`src/rtl/alu_seq.sv`:
```
`timescale 1ns/1ps
`default_nettype none
// ============================================================================
// Module      : alu_seq
// Description : Multi-cycle AVR-style ALU. Single-cycle arithmetic, logic and
//               shift operations complete on the accept edge. MUL, MULS and
//               MULSU run an iterative shift-add multiplier (one partial
//               product per clock) and report a 2W-bit product.
//
// Ports       : clk        rising-edge clock
//               reset      synchronous, active-high; clears all state/outputs
//               start      request, accepted only while busy=0
//               op[3:0]    operation code (0 NOP .. 14 MULSU, 15 = NOP)
//               rd, rr     W-bit operands (rd = destination operand)
//               flags_in   SREG in, bit order C Z N V S H T I (bit 0..7)
//               busy       multiply in progress
//               done       one-cycle pulse, results valid
//               out_lo     result / low half of product
//               out_hi     high half of product, 0 for non-multiplies
//               flags_out  updated SREG
//
// Revision    : 1.0  initial release
// ============================================================================
module alu_seq #(
  parameter int DATA_WIDTH = 8
) (
  input  logic                  clk,
  input  logic                  reset,
  input  logic                  start,
  input  logic [3:0]            op,
  input  logic [DATA_WIDTH-1:0] rd,
  input  logic [DATA_WIDTH-1:0] rr,
  input  logic [7:0]            flags_in,
  output logic                  busy,
  output logic                  done,
  output logic [DATA_WIDTH-1:0] out_lo,
  output logic [DATA_WIDTH-1:0] out_hi,
  output logic [7:0]            flags_out
);

  localparam int W  = DATA_WIDTH;
  localparam int PW = 2 * DATA_WIDTH;
  localparam int CW = $clog2(DATA_WIDTH + 1);

  localparam logic [3:0] OP_NOP   = 4'd0;
  localparam logic [3:0] OP_ADD   = 4'd1;
  localparam logic [3:0] OP_ADC   = 4'd2;
  localparam logic [3:0] OP_SUB   = 4'd3;
  localparam logic [3:0] OP_SBC   = 4'd4;
  localparam logic [3:0] OP_AND   = 4'd5;
  localparam logic [3:0] OP_OR    = 4'd6;
  localparam logic [3:0] OP_EOR   = 4'd7;
  localparam logic [3:0] OP_NEG   = 4'd8;
  localparam logic [3:0] OP_LSR   = 4'd9;
  localparam logic [3:0] OP_ASR   = 4'd10;
  localparam logic [3:0] OP_ROR   = 4'd11;
  localparam logic [3:0] OP_MUL   = 4'd12;
  localparam logic [3:0] OP_MULS  = 4'd13;
  localparam logic [3:0] OP_MULSU = 4'd14;

  localparam logic [CW-1:0] CNT_LAST = CW'(1);
  localparam logic [CW-1:0] CNT_LOAD = CW'(DATA_WIDTH);

  typedef enum logic [0:0] {
    ST_IDLE = 1'b0,
    ST_MUL  = 1'b1
  } state_t;

  state_t state;

  // --------------------------------------------------------------------------
  // Single-cycle datapath (evaluated on the inputs present at the accept edge)
  // --------------------------------------------------------------------------
  logic          cin;
  logic          cin_add;
  logic          cin_sub;
  logic [W:0]    sum_ext;
  logic [W:0]    diff_ext;
  logic [4:0]    sum_nib;
  logic [4:0]    diff_nib;
  logic [W-1:0]  neg_res;
  logic          shift_msb;

  assign cin     = flags_in[0];
  assign cin_add = (op == OP_ADC) & cin;
  assign cin_sub = (op == OP_SBC) & cin;

  // Carries and borrows are taken one bit above the operand width.
  assign sum_ext  = {1'b0, rd} + {1'b0, rr} + {{W{1'b0}}, cin_add};
  assign diff_ext = {1'b0, rd} - {1'b0, rr} - {{W{1'b0}}, cin_sub};

  // Nibble-wide copies give the half-carry / half-borrow at bit 4.
  assign sum_nib  = {1'b0, rd[3:0]} + {1'b0, rr[3:0]} + {4'b0000, cin_add};
  assign diff_nib = {1'b0, rd[3:0]} - {1'b0, rr[3:0]} - {4'b0000, cin_sub};

  assign neg_res  = {W{1'b0}} - rd;

  // Bit shifted into the MSB for LSR / ASR / ROR.
  always_comb begin
    shift_msb = 1'b0;
    if (op == OP_ASR) begin
      shift_msb = rd[W-1];
    end else if (op == OP_ROR) begin
      shift_msb = cin;
    end
  end

  logic [W-1:0] alu_res;
  logic [7:0]   alu_flags;
  logic         f_c;
  logic         f_z;
  logic         f_n;
  logic         f_v;
  logic         f_s;
  logic         f_h;

  always_comb begin
    // Defaults pass every flag through unchanged (NOP behaviour).
    alu_res = '0;
    f_c     = flags_in[0];
    f_z     = flags_in[1];
    f_n     = flags_in[2];
    f_v     = flags_in[3];
    f_s     = flags_in[4];
    f_h     = flags_in[5];

    case (op)
      OP_ADD, OP_ADC: begin
        alu_res = sum_ext[W-1:0];
        f_c     = sum_ext[W];
        f_h     = sum_nib[4];
        // Overflow: operands agree in sign, result does not.
        f_v     = (rd[W-1] == rr[W-1]) && (alu_res[W-1] != rd[W-1]);
        f_n     = alu_res[W-1];
        f_s     = f_n ^ f_v;
        f_z     = (alu_res == '0);
      end

      OP_SUB, OP_SBC: begin
        alu_res = diff_ext[W-1:0];
        f_c     = diff_ext[W];
        f_h     = diff_nib[4];
        // Overflow: operands differ in sign and result sign differs from rd.
        f_v     = (rd[W-1] != rr[W-1]) && (alu_res[W-1] != rd[W-1]);
        f_n     = alu_res[W-1];
        f_s     = f_n ^ f_v;
        // SBC keeps Z sticky so multi-word compares chain correctly.
        if (op == OP_SBC) begin
          f_z = flags_in[1] & (alu_res == '0);
        end else begin
          f_z = (alu_res == '0);
        end
      end

      OP_AND, OP_OR, OP_EOR: begin
        if (op == OP_AND) begin
          alu_res = rd & rr;
        end else if (op == OP_OR) begin
          alu_res = rd | rr;
        end else begin
          alu_res = rd ^ rr;
        end
        f_v = 1'b0;
        f_n = alu_res[W-1];
        f_s = f_n;
        f_z = (alu_res == '0);
      end

      OP_NEG: begin
        alu_res = neg_res;
        f_c     = (neg_res != '0);
        f_v     = (neg_res == {1'b1, {(W-1){1'b0}}});
        f_h     = neg_res[3] | ~rd[3];
        f_n     = neg_res[W-1];
        f_s     = f_n ^ f_v;
        f_z     = (neg_res == '0);
      end

      OP_LSR, OP_ASR, OP_ROR: begin
        alu_res = {shift_msb, rd[W-1:1]};
        f_c     = rd[0];
        f_n     = alu_res[W-1];
        f_v     = f_n ^ f_c;
        f_s     = f_n ^ f_v;
        f_z     = (alu_res == '0);
      end

      default: begin
        alu_res = '0;
      end
    endcase

    alu_flags = {flags_in[7:6], f_h, f_s, f_v, f_n, f_z, f_c};
  end

  logic is_mul;
  logic rd_signed_req;

  assign is_mul        = (op == OP_MUL) || (op == OP_MULS) || (op == OP_MULSU);
  assign rd_signed_req = (op == OP_MULS) || (op == OP_MULSU);

  // --------------------------------------------------------------------------
  // Iterative shift-add multiplier
  // --------------------------------------------------------------------------
  // The multiplicand is held at 2W bits (sign- or zero-extended) and shifted
  // left each step; the multiplier is consumed LSB first. For a signed rr the
  // MSB carries weight -2^(W-1), so the final partial product is subtracted
  // instead of added. All arithmetic is modulo 2^(2W), which is exact here.
  logic [PW-1:0] mcand;
  logic [W-1:0]  mplier;
  logic [PW-1:0] acc;
  logic [PW-1:0] acc_next;
  logic [CW-1:0] count;
  logic          rr_signed;
  logic [7:0]    mul_flags;

  always_comb begin
    acc_next = acc;
    if (mplier[0]) begin
      if (rr_signed && (count == CNT_LAST)) begin
        acc_next = acc - mcand;
      end else begin
        acc_next = acc + mcand;
      end
    end
  end

  // --------------------------------------------------------------------------
  // Control FSM with registered outputs
  // --------------------------------------------------------------------------
  always_ff @(posedge clk) begin
    if (reset) begin
      state     <= ST_IDLE;
      busy      <= 1'b0;
      done      <= 1'b0;
      out_lo    <= '0;
      out_hi    <= '0;
      flags_out <= '0;
      count     <= '0;
      mcand     <= '0;
      mplier    <= '0;
      acc       <= '0;
      rr_signed <= 1'b0;
      mul_flags <= '0;
    end else begin
      done <= 1'b0;

      if (state == ST_IDLE) begin
        if (start) begin
          if (is_mul) begin
            state     <= ST_MUL;
            busy      <= 1'b1;
            count     <= CNT_LOAD;
            mcand     <= rd_signed_req ? {{W{rd[W-1]}}, rd} : {{W{1'b0}}, rd};
            mplier    <= rr;
            acc       <= '0;
            rr_signed <= (op == OP_MULS);
            mul_flags <= flags_in;
          end else begin
            out_lo    <= alu_res;
            out_hi    <= '0;
            flags_out <= alu_flags;
            done      <= 1'b1;
          end
        end
      end else begin
        acc    <= acc_next;
        mcand  <= {mcand[PW-2:0], 1'b0};
        mplier <= {1'b0, mplier[W-1:1]};
        count  <= count - CNT_LAST;

        if (count == CNT_LAST) begin
          state     <= ST_IDLE;
          busy      <= 1'b0;
          done      <= 1'b1;
          out_lo    <= acc_next[W-1:0];
          out_hi    <= acc_next[PW-1:W];
          // Multiplies only touch C (product sign bit) and Z.
          flags_out <= {mul_flags[7:2], (acc_next == '0), acc_next[PW-1]};
        end
      end
    end
  end

endmodule
`default_nettype wire

```
`config.mk`:
```
export PLATFORM = sky130hd
export DESIGN_NAME = alu_seq
export DESIGN_NICKNAME = d
export VERILOG_FILES = /design/src/rtl/alu_seq.sv
export SDC_FILE = /design/constraint.sdc
export NUM_CORES = 1
export LEC_CHECK = 0
export ABC_AREA = 1
export CORE_UTILIZATION = 25
export CTS_CLUSTER_SIZE = 12
export DETAILED_ROUTE_END_ITERATION = 12
export GPL_TIMING_DRIVEN = 0
export SYNTH_ARGS = -nofsm -noshare
export SYNTH_HDL_FRONTEND = slang
export SYNTH_SLANG_ARGS = --single-unit
export TNS_END_PERCENT = 10
```
`constraint.sdc`:
```
create_clock -name clk -period 3.43 [get_ports clk]
set_clock_uncertainty 0.05 [all_clocks]
set_input_delay 0.686 -clock clk [delete_from_list [all_inputs] [get_ports clk]]
set_output_delay 0.686 -clock clk [all_outputs]
set_load 0.02 [all_outputs]
```
# After elaboration in Yosys (flattened, before gate mapping)
# Cells that the tools add are included.
# W data, S select, Z words.
dict set report totals {
  reg_bits 80
  input_bits 31
  output_inout_bits 26
  elab_cells 139
}
dict set report classes {
  addsub 12
  eq_ne 22
  muxes 52
  bitwise 14
  n_reduce_logical 25
}
# operator count
set ops {}
lappend ops {{$mux W16} 9}
lappend ops {{$mux W8} 15}
lappend ops {{$logic_not A8 Y1} 5}
lappend ops {{$pmux W8 S5} 1}
lappend ops {{$eq A4 B4 Y1 const B} 7}
lappend ops {{$mux W7} 3}
lappend ops {{$pmux W1 S5} 4}
lappend ops {{$add A16 B16 Y16} 1}
lappend ops {{$eq A4 B3 Y1 const B} 4}
lappend ops {{$logic_not A16 Y1} 1}
lappend ops {{$sub A16 B16 Y16} 1}
lappend ops {{$mux W1} 15}
lappend ops {{$mux W4} 3}
lappend ops {{$add A8 B8 Y9} 1}
lappend ops {{$add A9 B1 Y9} 1}
lappend ops {{$reduce_and A3 Y1} 3}
lappend ops {{$sub A8 B8 Y9} 1}
lappend ops {{$sub A9 B1 Y9} 1}
lappend ops {{$and A8 B8 Y8} 1}
lappend ops {{$eq A4 B1 Y1 const B} 2}
lappend ops {{$eq A4 B2 Y1 const B} 2}
lappend ops {{$eq A8 B8 Y1 const B} 1}
lappend ops {{$or A8 B8 Y8} 1}
lappend ops {{$reduce_bool A8 Y1} 1}
lappend ops {{23 further kinds} 41}

# Depth between registers and ports, before layout
dict set report depth {
  depth_word 10
  ltp_mapped 26
  mapped_depth_nobuf 26
}

# Worst setup path after synthesis
# No wires, ideal clock.
dict set report synth_timing {
  kind {input to register}
  start {in op[2]}
  end {reg flags_out[4]}
  setup_ps 132
  t_arrival_ps 2751
  t_required_ps 3248
  path_slack_ps 497
  stages 16
  path_buffers 0
  path_cell_list {inv_1 nor2_4 nand3_1 fa_1 inv_1 ha_1 o21ai_0 nand2_1 nand3_1 nand3_1 nand2_1 nor2_1 o21ai_0 nand3_1 o21ai_0 a21oi_1}
}
dict set report synth_between {
  elab_chain_cells 10
  elab_cells_between_ends 43
  cone_classes {2 x add/sub; 17 x eq/ne; 9 x mux; 6 x bitwise; 9 x reduce/logical}
}
# item line_no
set synth_lines {}
lappend synth_lines {{start: declaration} 30} ;# input logic [3:0] op,
lappend synth_lines {{$eq A4 B3 Y1 / $eq A4 B2 Y1 (equally long branches)} {86, 127, 85}}
lappend synth_lines {{$and A1 B1 Y1 (on tied branches)} {86, 85}}
lappend synth_lines {{$sub A9 B1 Y9 / $add A9 B1 Y9 (equally long branches)} {90, 89}}
lappend synth_lines {{$ne A1 B1 Y1 (on tied branches)} {144, 133}}
lappend synth_lines {{$logic_and A1 B1 Y1 (on tied branches)} {144, 133}}
lappend synth_lines {{$xor A1 B1 Y1 (on tied branches)} {146, 135}}
lappend synth_lines {{$pmux W1 S5} 127} ;# case (op)
lappend synth_lines {{$mux W8} 250} ;# if (is_mul) begin
lappend synth_lines {{$mux W8} 249} ;# if (start) begin
lappend synth_lines {{$mux W8} 248} ;# if (state == ST_IDLE) begin
lappend synth_lines {{end signal: assignment} 262} ;# flags_out <= alu_flags;
lappend synth_lines {{end signal: assignment} 279} ;# flags_out <= {mul_flags[7:2], (acc_next == '0), acc_next[PW-1]};
lappend synth_lines {{end: declaration} 38} ;# output logic [7:0] flags_out
# Several ways; a longest one is shown, not always the timed one. The select of a mux whose other input is x is not followed.
# A chain may end at the register's enable or synchronous reset.

# Worst setup path in the final report
dict set report layout_timing {
  start {in flags_in[0]}
  end {reg flags_out[1]}
}
dict set report layout_between {
  elab_chain_cells 9
  elab_cells_between_ends 15
  cone_classes {2 x add/sub; 7 x mux; 3 x bitwise; 3 x reduce/logical}
}
# item line_no
set layout_lines {}
lappend layout_lines {{start: declaration} 33} ;# input logic [7:0] flags_in,
lappend layout_lines {{$and A1 B1 Y1} 86} ;# assign cin_sub = (op == OP_SBC) & cin;
lappend layout_lines {{$sub A9 B1 Y9} 90} ;# assign diff_ext = {1'b0, rd} - {1'b0, rr} - {{W{1'b0}}, cin_sub};
lappend layout_lines {{$logic_not A8 Y1} {149, 151}}
lappend layout_lines {{$and A1 B1 Y1} 149} ;# f_z = flags_in[1] & (alu_res == '0);
lappend layout_lines {{$mux W1} 148} ;# if (op == OP_SBC) begin
lappend layout_lines {{$pmux W1 S5 (*)} 127}
lappend layout_lines {{$mux W8 (*)} 250}
lappend layout_lines {{$mux W8 (*)} 249}
lappend layout_lines {{$mux W8 (*)} 248}
# Mark *: on every way between the ends. The rest lies on a longest branch, timed or not. The select of a mux whose other input is x is not followed.

==> metrics.txt <==
Seq pwr share=32.5%; worst rel slew slack=51.0%; post-synthesis mux area share=0%; Cell Chain, Critical Path=clkdlybuf4s50_1 > inv_1 > nor4_4 > fa_2 > inv_1 > fa_1 > inv_1 > nand3_1 > nand2_1 > nand2_1 > nand2_1 > nand3_1 > nor2_1 > nand3_1 > nand4_1 > a21oi_2 > a21oi_1; Die Wd=164 um; Post-Synth XOR/XNOR Area=2.00%; LEAKAGE=3.77 nW; Synth Area in Simple Gates=36.6%; placed cells=1,475; fmax=0.302 GHz; vias per cell=slightly below 5; adder-cell share of the synthesized area=11.0%; largest net degree at the start of global routing=15; critical path's slowest cell=clkdlybuf4s50_1; share of cells above drive strength 1=about a tenth; CTS H-tree lvls=3; CP Data Arrival Time=3.53 ns; post-synthesis sequential area ratio=between 20% and 30%; Post-CTS Hold Buffers=0; die area=27,000 um2; final hold vios=0; clk root buf=clkbuf_16; Sw Ratio=between 30% and 40%; PwrDens=366 nW/um2; Reg area=1570 um2; P_sw=about 1.1 mW; Slew @ Worst Pin=~0.74 ns; status=finished clean; CTS tree=done; final instance area=8130 um2; routability cong.=0.956; Syn Nets=around 1,200; FP Rows=slightly below 60; io pins=57; Syn. warnings=0; Worst-Skew Late Latency=0.34 ns; GR Util All Layers=17.1%; Num CTS Buffers=9; CTS Sinks=slightly below 80; Pint=1.87 mW; HPWL Detailed=18,400 um; max incr delay on CP=0.54 ns; Final period util=between 90% and 100%; Clk network pwr share=32.6%; RSZ-0062 raised after global routing=true; antenna cell count=0; dpl cell area=about 7500 um2; drt drc=0; Period minus WS final=3.31 ns; most frequent cells in the layout=nand2_1, inv_1, nand3_1, nor2_1, dfxtp_1; initial antenna violation count=0; power share of the combinational group=34.9%; commonest non-fill, non-tap cell in the layout=nand2_1; Net count, final=1,242; final wirelength=22,800 um; syn avg cell area=6.06 um2; IO buf count=55; post-synthesis register bit count=78; area fraction in compound gates after synthesis=15.4%; Worst VDD drop=approximately 0.20 mV; Routed wire per std cell=15.2 um; Non-Filler Instances=1,496; die height=164 um; Antenna Violating Nets Remaining=0; Worst EP required=3.65 ns; unique cell type count in the Yosys netlist=roughly 40; fin. max-slew vios=0; core area=25,900 um2; synthesis-to-layout area growth=23.5%; Crit Path Max Fanout=3; Max-Cap Viols=0; first-pass GRT wire length=35,500 um; Mapped Area=about 6600 um2; Design Power=approximately 3.0 mW; final setup fails=0; total gr overflow=0; critical path type=input pin to flip-flop; 1st-pass router iterations=6; Mapped Cells=1,085; vias in the first global route=~6,600; Fill cells=2,878; Via Count=7,287; initial DRC count=between 400 and 500; crit end category=flip-flop; Worst Hold Class=flip-flop to flip-flop; Critical Path Start Type=input pin; CTS Buffer Depth=2; largest family of logic cells by synthesized area=simple AND/OR/NAND/NOR gates; Starting Density=25.4%; multi-input logic area=4470 um2; Clock transition at path regs=approximately 0.060 ns
## power groups by stage
stage	Sequential, mW	Clock (mW)	Combinational [mW]
after floorplan	1.00	0	0.629
after global placement	0.987	0	0.945
after detailed placement	0.987	0	0.957
after CTS	0.967	0.990	0.971
after global routing	0.972	1.02	1.16
final	0.968	0.969	1.04
## synth_stat cells, drive strengths merged
library cell,number,share of area [%]
dfxtp,78,24
a221oi,1,0.13
o31ai,7,0.80
or2,12,1.1
clkbuf,14,0.82
o311ai,1,0.13
o21ai,47,3.6
nor2,94,5.9
inv,160,9.1
clkinv,1,0.057
a22oi,4,0.46
nand3,92,7.0
a21o,1,0.11
xor2,13,1.7
buf,16,1.3
a211oi,1,0.11
nand3b,7,0.80
nand2,331,19
a21oi,73,5.6
xnor2,2,0.27
fa,5,1.5
o21bai,2,0.23
o22ai,10,0.95
nor4,1,0.095
ha,50,9.5
nor3,10,0.84
a31oi,28,2.7
nand4,19,1.8
o221ai,2,0.27
o211ai,3,0.34
## per-layer routing
metal	routed length (um)	track usage [%]
met1	10200	21.7
met2	11100	30.1
met3	991	1.84
met4	441	4.97
met5	0	0
## registers in the layout, summed over array words and instances, names as in the netlist
signal / count
mplier: 8
flags_out: 8
done: 1
count: 4
busy: 1
mcand: 16
out_hi: 8
state: 1
out_lo: 8
mul_flags: 6
rr_signed: 1
acc: 16
## timing repair
item / in CTS / in global routing
gates resized for setup: 10 / 67
pin swaps: 1 / 20
setup buffers: 1 / 4
setup endpoints to repair: 11 / 26
## metrics by stage
step / hold WS [ns] / TNS [ns] / util, % / setup slack, ns
2_1_floorplan: 0.374 / 0 / - / 0.497
3_3_place_gp: 0.387 / -6.04 / 29.1 / -0.813
3_5_place_dp: 0.391 / -6.35 / 29.1 / -0.872
4_1_cts: 0.399 / -0.0878 / 30.4 / -0.0711
5_1_grt: 0.429 / -0.386 / 31.4 / -0.114
6_report: 0.402 / 0 / 31.4 / 0.124
## worst paths after layout
path	start	endpoint	slack, ns	cells after the start
setup / recovery	flags_in[0]	flags_out[1]	0.12	17
setup reg to reg	mcand[0]	flags_out[1]	0.18	24
hold reg to reg	rr_signed	rr_signed	0.40	2
hold / removal	rr_signed	rr_signed	0.40	2
## final cells by class
type | count | share of cell area, %
Multi-Input combinational cell | 816 | 55.0
Sequential cell | 78 | 19.3
Timing Repair Buffer | 60 | 7.57
Inverter | 161 | 7.56
Tap cell | 335 | 5.16
Clock buffer | 10 | 2.82
Buffer | 30 | 1.77
Clock inverter | 6 | 0.847
## cells by family (layout without fill, tap and decap cells)
family,Yosys count,after routing
buf+inv,191,267
xor+xnor,15,15
simple gates,566,566
flops,78,78
fa+ha+maj,55,55
compound gates,180,180
## critical path: cells and delay by family
| family | cells | cell delay (ns) |
|---|---|---|
| adder cells (fa/ha/maj) | 2 | 0.67 |
| AND/OR/NAND/NOR | 9 | 1.13 |
| AO/OA/AOI/OAI | 2 | 0.24 |
| buffers and inverters | 4 | 0.81 |
(Power assumes the default switching activity.)
==> variant 1, RTL diff (same flow settings) <==
`DATA_WIDTH`: 8 -> 16.
--- a/src/rtl/alu_seq.sv
+++ b/src/rtl/alu_seq.sv
@@ -23,5 +23,5 @@
 // ============================================================================
 module alu_seq #(
-  parameter int DATA_WIDTH = 8
+  parameter int DATA_WIDTH = 16
 ) (
   input  logic                  clk,
Ports: changed (resized out_hi, out_lo, rd and rr); port bits go from 57 to 89. The function was not compared with the original's and may differ.
==> variant 1 against the unedited design <==
The run now ends with setup timing left; worst hold slack improved by 0.0038 ns; core utilization rose by 0.18 points; sequential cell count rose by 57; final area rose by 94%; critical path depth rose by 10; final cell count rose by 97%; worst setup slack got worse by 0.66 ns; sequential power rose by 74%; area after synthesis rose by 93%; power rose by 100%; count of clock-buffer cells in the layout rose by 7; die area rose by 92%; routed wire length rose by 130%; critical endpoint is now flags_out[0]; largest cell class unchanged.
==> variant 1: results (changes against the unedited design) <==
met2 usage=33.96% (was 30.11%); gpl congestion=1.035 (was 0.9563); Setup-failing EPs final=41 (was 0); Nets=2407 (was 1242); H-Tree Depth=4 (was 3); first-pass GRT wire length=79.30 mm (was 35.50 mm); Worst path slowest cell=nor4_2 (was clkdlybuf4s50_1); pin count of the biggest net entering global routing=17 (was 15); leakage=7.133 nW (was 3.774 nW); vias in the first global route=13738 (was 6631); syn nets=2280 (was 1171); Worst VDD drop=0.3112 mV (was 0.1974 mV); Fillers=5599 (was 2878); CTS Root Cell=clkbuf_16 (unchanged); status=complete, but fails checks (was completed); met3 Use GR=2.814% (was 1.843%); clk_lat worst skew=0.45 ns (was 0.34 ns); share of layout cells above drive strength 1=12.95% (was 9.561%); Port Buffers=87 (was 55); Synth Area in Compound Gates=16.67% (was 15.39%); failing checks=setup timing; via count=14688 (was 7287); average wire per standard cell=17.72 µm (was 15.24 µm); largest cells by area after synthesis=dfxtp_1 21%, nand2_1 18%, ha_1 9.7% (was dfxtp_1 24%, nand2_1 19%, ha_1 9.5%); Worst Max-Slew Pin Slew=0.9321 ns (was 0.7352 ns); GRT Total Usage=20.16% (was 17.06%); XOR/XNOR share of the synthesized area=2.969% (was 1.997%); CP max stage delay=0.33 ns (was 0.54 ns); hpwl dp=42.35 mm (was 18.41 mm); core area=50070 µm² (was 25910 µm²); setup ws final=-0.5339 ns (was 0.1236 ns); multiplexer share of the synthesized area=0% (unchanged); Vias/cell=4.993 (was 4.871); mean area per synthesized cell=5.956 µm² (was 6.063 µm²); Synth top cells by count=614 x nand2_1, 268 x inv_1, 194 x nor2_1 (was 329 x nand2_1, 156 x inv_1, 92 x nand3_1); Cell variety after synth=48 (was 41); biggest regs=acc: 32 flops, mcand: 32 flops (was acc: 16 flops, mcand: 16 flops); Worst Setup Slack post-DPL=-1.198 ns (was -0.8716 ns); Seq/Total Area, Yosys=21.30% (was 23.74%)
[variant 1: final cells by class]
cell class,instances,area (µm²),area share (%)
plain buffers,68,289.0,1.830
clock buffers,17,425.4,2.693
clock inverters,15,178.9,1.133
inverters,291,1095,6.931
multi-input cells,1636,9229,58.42
flip-flops and latches,135,2704,17.12
well taps,672,840.8,5.323
repair buffers,108,1035,6.550
[variant 1: stage by stage]
stage	hold WS (ns)	setup TNS (ns)	cell area, µm²	total power (W)
floorplan	0.3797	0	12690	0.003137
global placement	0.3934	-43.55	14400	0.003843
detailed placement	0.3992	-44.80	14400	0.003840
CTS	0.4085	-10.99	15500	0.005874
global route	0.4198	-19.80	15800	0.006332
finish	0.4058	-7.852	15800	0.006028
[variant 1: kinds of logic (layout without fill, tap and decap cells)]
group | count (synthesis) | in the layout
compound gates | 371 | 371
flops | 135 | 135
xor+xnor | 43 | 43
fa+ha+maj | 103 | 103
simple gates | 1119 | 1119
buf+inv | 359 | 499
[variant 1: metal layers]
| metal | share of wire [%] | vias to the layer above | wire length [µm] |
|---|---|---|---|
| met3 | 6.1 | 127 | 3155 |
| met1 | 43 | 6799 | 22230 |
| li1 | - | 7234 | - |
| met2 | 47 | 528 | 24280 |
| met5 | 0 | - | 0 |
| met4 | 4.7 | 0 | 2471 |
[variant 1: worst reg2reg max path, cell delays in order, from the launching register on]
cell	delay, ns
dfxtp_2	0.32
inv_2	0.07
ha_4	0.15
nand3_4	0.09
nor3_4	0.14
nand3_2	0.13
nor3_4	0.22
nand4_1	0.19
nor4_2	0.33
nor2_1	0.10
xnor2_1	0.14
ha_1	0.33
buf_6	0.14
a21o_1	0.19
a21oi_2	0.13
nand2_1	0.07
a21oi_2	0.16
nand2_2	0.09
nand2_2	0.09
nand2_4	0.08
inv_2	0.07
nand2_2	0.05
nand4_1	0.13
nand2_4	0.09
nand2_4	0.10
nand3_2	0.09
nand3_2	0.08
inv_1	0.04
[variant 1: path summary, 6_finish.rpt]
path | from | to | slack [ns] | cells after the start
min | mul_flags[3] | mul_flags[3] | 0.41 | 2
min reg2reg | mul_flags[3] | mul_flags[3] | 0.41 | 2
max reg2reg | mcand[0] | flags_out[0] | -0.53 | 27
max | mcand[0] | flags_out[0] | -0.53 | 27
[variant 1: power breakdown]
group	internal, W	switching, W	total, W
sequential	0.00162	0.0000526	0.00168
combinational	0.000825	0.00162	0.00245
clock	0.00105	0.000854	0.00190
[variant 1: repair_timing]
item                       4_1_cts  5_1_grt
setup endpoints to repair       65       57
buffers inserted                16        5
gates resized for setup        115       79
pin swaps                       38       40
==> variant 2, RTL diff (same settings) <==
Made on the original files. Register the output `flags_out` once more; this adds one clock of latency there. The other outputs are not delayed to match.
--- a/src/rtl/alu_seq.sv
+++ b/src/rtl/alu_seq.sv
@@ -67,4 +67,6 @@
   } state_t;
 
+  logic [7:0] flags_s0;
+
   state_t state;
 
@@ -236,5 +238,5 @@
       out_lo    <= '0;
       out_hi    <= '0;
-      flags_out <= '0;
+      flags_s0 <= '0;
       count     <= '0;
       mcand     <= '0;
@@ -260,5 +262,5 @@
             out_lo    <= alu_res;
             out_hi    <= '0;
-            flags_out <= alu_flags;
+            flags_s0 <= alu_flags;
             done      <= 1'b1;
           end
@@ -277,8 +279,12 @@
           out_hi    <= acc_next[PW-1:W];
           // Multiplies only touch C (product sign bit) and Z.
-          flags_out <= {mul_flags[7:2], (acc_next == '0), acc_next[PW-1]};
+          flags_s0 <= {mul_flags[7:2], (acc_next == '0), acc_next[PW-1]};
         end
       end
     end
+  end
+
+  always_ff @(posedge clk) begin
+    flags_out <= flags_s0;
   end
 
Check against the original RTL: not equivalent (Yosys sat finds a counterexample within 4 cycles, from zero or initial values and one cycle with reset high).
==> variant 2 against the unedited design <==
Sequential power rose by 11%; die area grew 3.2%; power grew 8.1%; non-clock buffer count unchanged; highest routed layer unchanged; synthesized cell count up 2.6%; critical endpoint is now flags_s0[0]; critical path depth decreased by 4; area after synthesis increased by 3.3%; final cell count grew 1.9%; worst setup slack worse by 0.022 ns; sequential cell count up 8; routed wire length is 3.1% higher; final area rose by 1.4%; count of clock-buffer cells in the layout fell by 1.
==> variant 2: results (changes against the unedited design) <==
largest cells by area after synthesis=dfxtp_1 25%, nand2_1 19%, inv_1 9.3% (was dfxtp_1 24%, nand2_1 19%, ha_1 9.5%); Port Buffers=56 (was 55); placed cell areas=7775 µm² (was 7548 µm²); syn nets=1199 (was 1171); Worst-path clk slew=0.07 ns; CTS max path bufs=2 (unchanged); antenna violations before repair=0 (unchanged); Cells after Synth=1113 (was 1085); Synth Area in Adders=10.68% (was 11.03%); biggest regs=acc: 16 flops, mcand: 16 flops (unchanged); Syn. warnings=0 (unchanged); via count=7383 (was 7287); leakage=3.848 nW (was 3.774 nW); # DRC=0 (unchanged); multiplexer share of the synthesized area=0% (unchanged); average wire per standard cell=15.43 µm (was 15.24 µm); pin count of the biggest net entering global routing=18 (was 15); Primary FF master, synth=dfxtp_1 (unchanged); Fillers=2907 (was 2878); Max-cap violations=0 (unchanged); Iter 0 DRT Violations=481 (was 477); Reg2Reg Depth=24 (unchanged); Synth Area in Compound Gates=14.29% (was 15.39%); Cell variety after synth=48 (was 41); internal power=0.002047 W (was 0.001872 W); Pre-antenna DRT Iters=5 (was 6); Nets=1270 (was 1242); ANT cells=0 (unchanged); clk_lat worst skew=0.36 ns (was 0.34 ns); Num CTS Buffers=9 (unchanged); CTS Root Cell=clkbuf_16 (unchanged); first-pass GRT wire length=36.93 mm (was 35.50 mm); Worst VDD drop=0.2821 mV (was 0.1974 mV); XOR/XNOR share of the synthesized area=2.062% (was 1.997%); DP Cell Count=1504 (was 1475); Synth top cells by count=348 x nand2_1, 168 x inv_1, 96 x nor2_1 (was 329 x nand2_1, 156 x inv_1, 92 x nand3_1); Slew HR=52.15% (was 50.99%); crit path DAT=3.50 ns (was 3.53 ns); largest fanout on the critical path=7 (was 3); hpwl dp=18.81 mm (was 18.41 mm); FFs w/ async S/R, synth=0% (unchanged); Seq/Total Area, Yosys=25.34% (was 23.74%); share of layout cells above drive strength 1=7.401% (was 9.561%); GRT Total Usage=17.02% (was 17.06%); gpl congestion=0.9713 (was 0.9563); vias in the first global route=6961 (was 6631); Hold Crit Class=register to register (unchanged); post-route cell area=8243 µm² (was 8128 µm²); hold depth=0 (was 2); H-Tree Depth=3 (unchanged); status=completed (unchanged); main combinational cell family by area after synthesis=simple AND/OR/NAND/NOR gates (unchanged); Vias/cell=4.844 (was 4.871); Worst Setup Slack post-DPL=-0.9377 ns (was -0.8716 ns)
[variant 2: power by group through the flow]
stage,clock network [W],logic (W),registers (W)
2_1_floorplan,0,0.000641,0.00111
3_3_place_gp,0,0.000968,0.00109
3_5_place_dp,0,0.000977,0.00109
4_1_cts,0.00114,0.000991,0.00107
5_1_grt,0.00118,0.00114,0.00108
6_report,0.00112,0.00102,0.00107
[variant 2: per-layer routing]
layer	global-route usage [%]	vias up	share of wire, %
met4	5.596	0	2.3
met3	2.234	34	4.6
met1	21.53	3448	45
met5	0	-	0
met2	29.63	190	48
li1	-	3711	-
[variant 2: timing repair]
item / in CTS / in global routing
setup buffers: 0 / 4
pin swaps: 3 / 6
setup endpoints to repair: 13 / 12
resized for setup: 20 / 26
[variant 2: final timing paths]
path,startpoint,endpoint,slack (ns)
worst max-delay path,rd[5],flags_s0[0],0.10
worst min-delay path,flags_s0[3],flags_out[3],0.30
worst max register to register,mcand[0],out_hi[7],0.13
worst min register to register,flags_s0[3],flags_out[3],0.30
[variant 2: area by class of cell]
class	instances	area share, %
inverters	174	7.969
clock buffers	9	2.732
clock inverters	7	1.321
well taps	335	5.085
multi-input cells	823	53.16
flip-flops and latches	86	20.90
plain buffers	30	1.700
repair buffers	60	7.134
[variant 2: critical path, stage by stage]
cell and delay [ns]:
clkdlybuf4s50_1 0.51, inv_1 0.30, ha_2 0.40, ha_1 0.36
inv_1 0.07, o21ai_1 0.25, a31oi_1 0.15, nand2_1 0.10
nand2_1 0.06, nand3_1 0.12, nand4_1 0.16, a21boi_0 0.25
a21oi_2 0.08
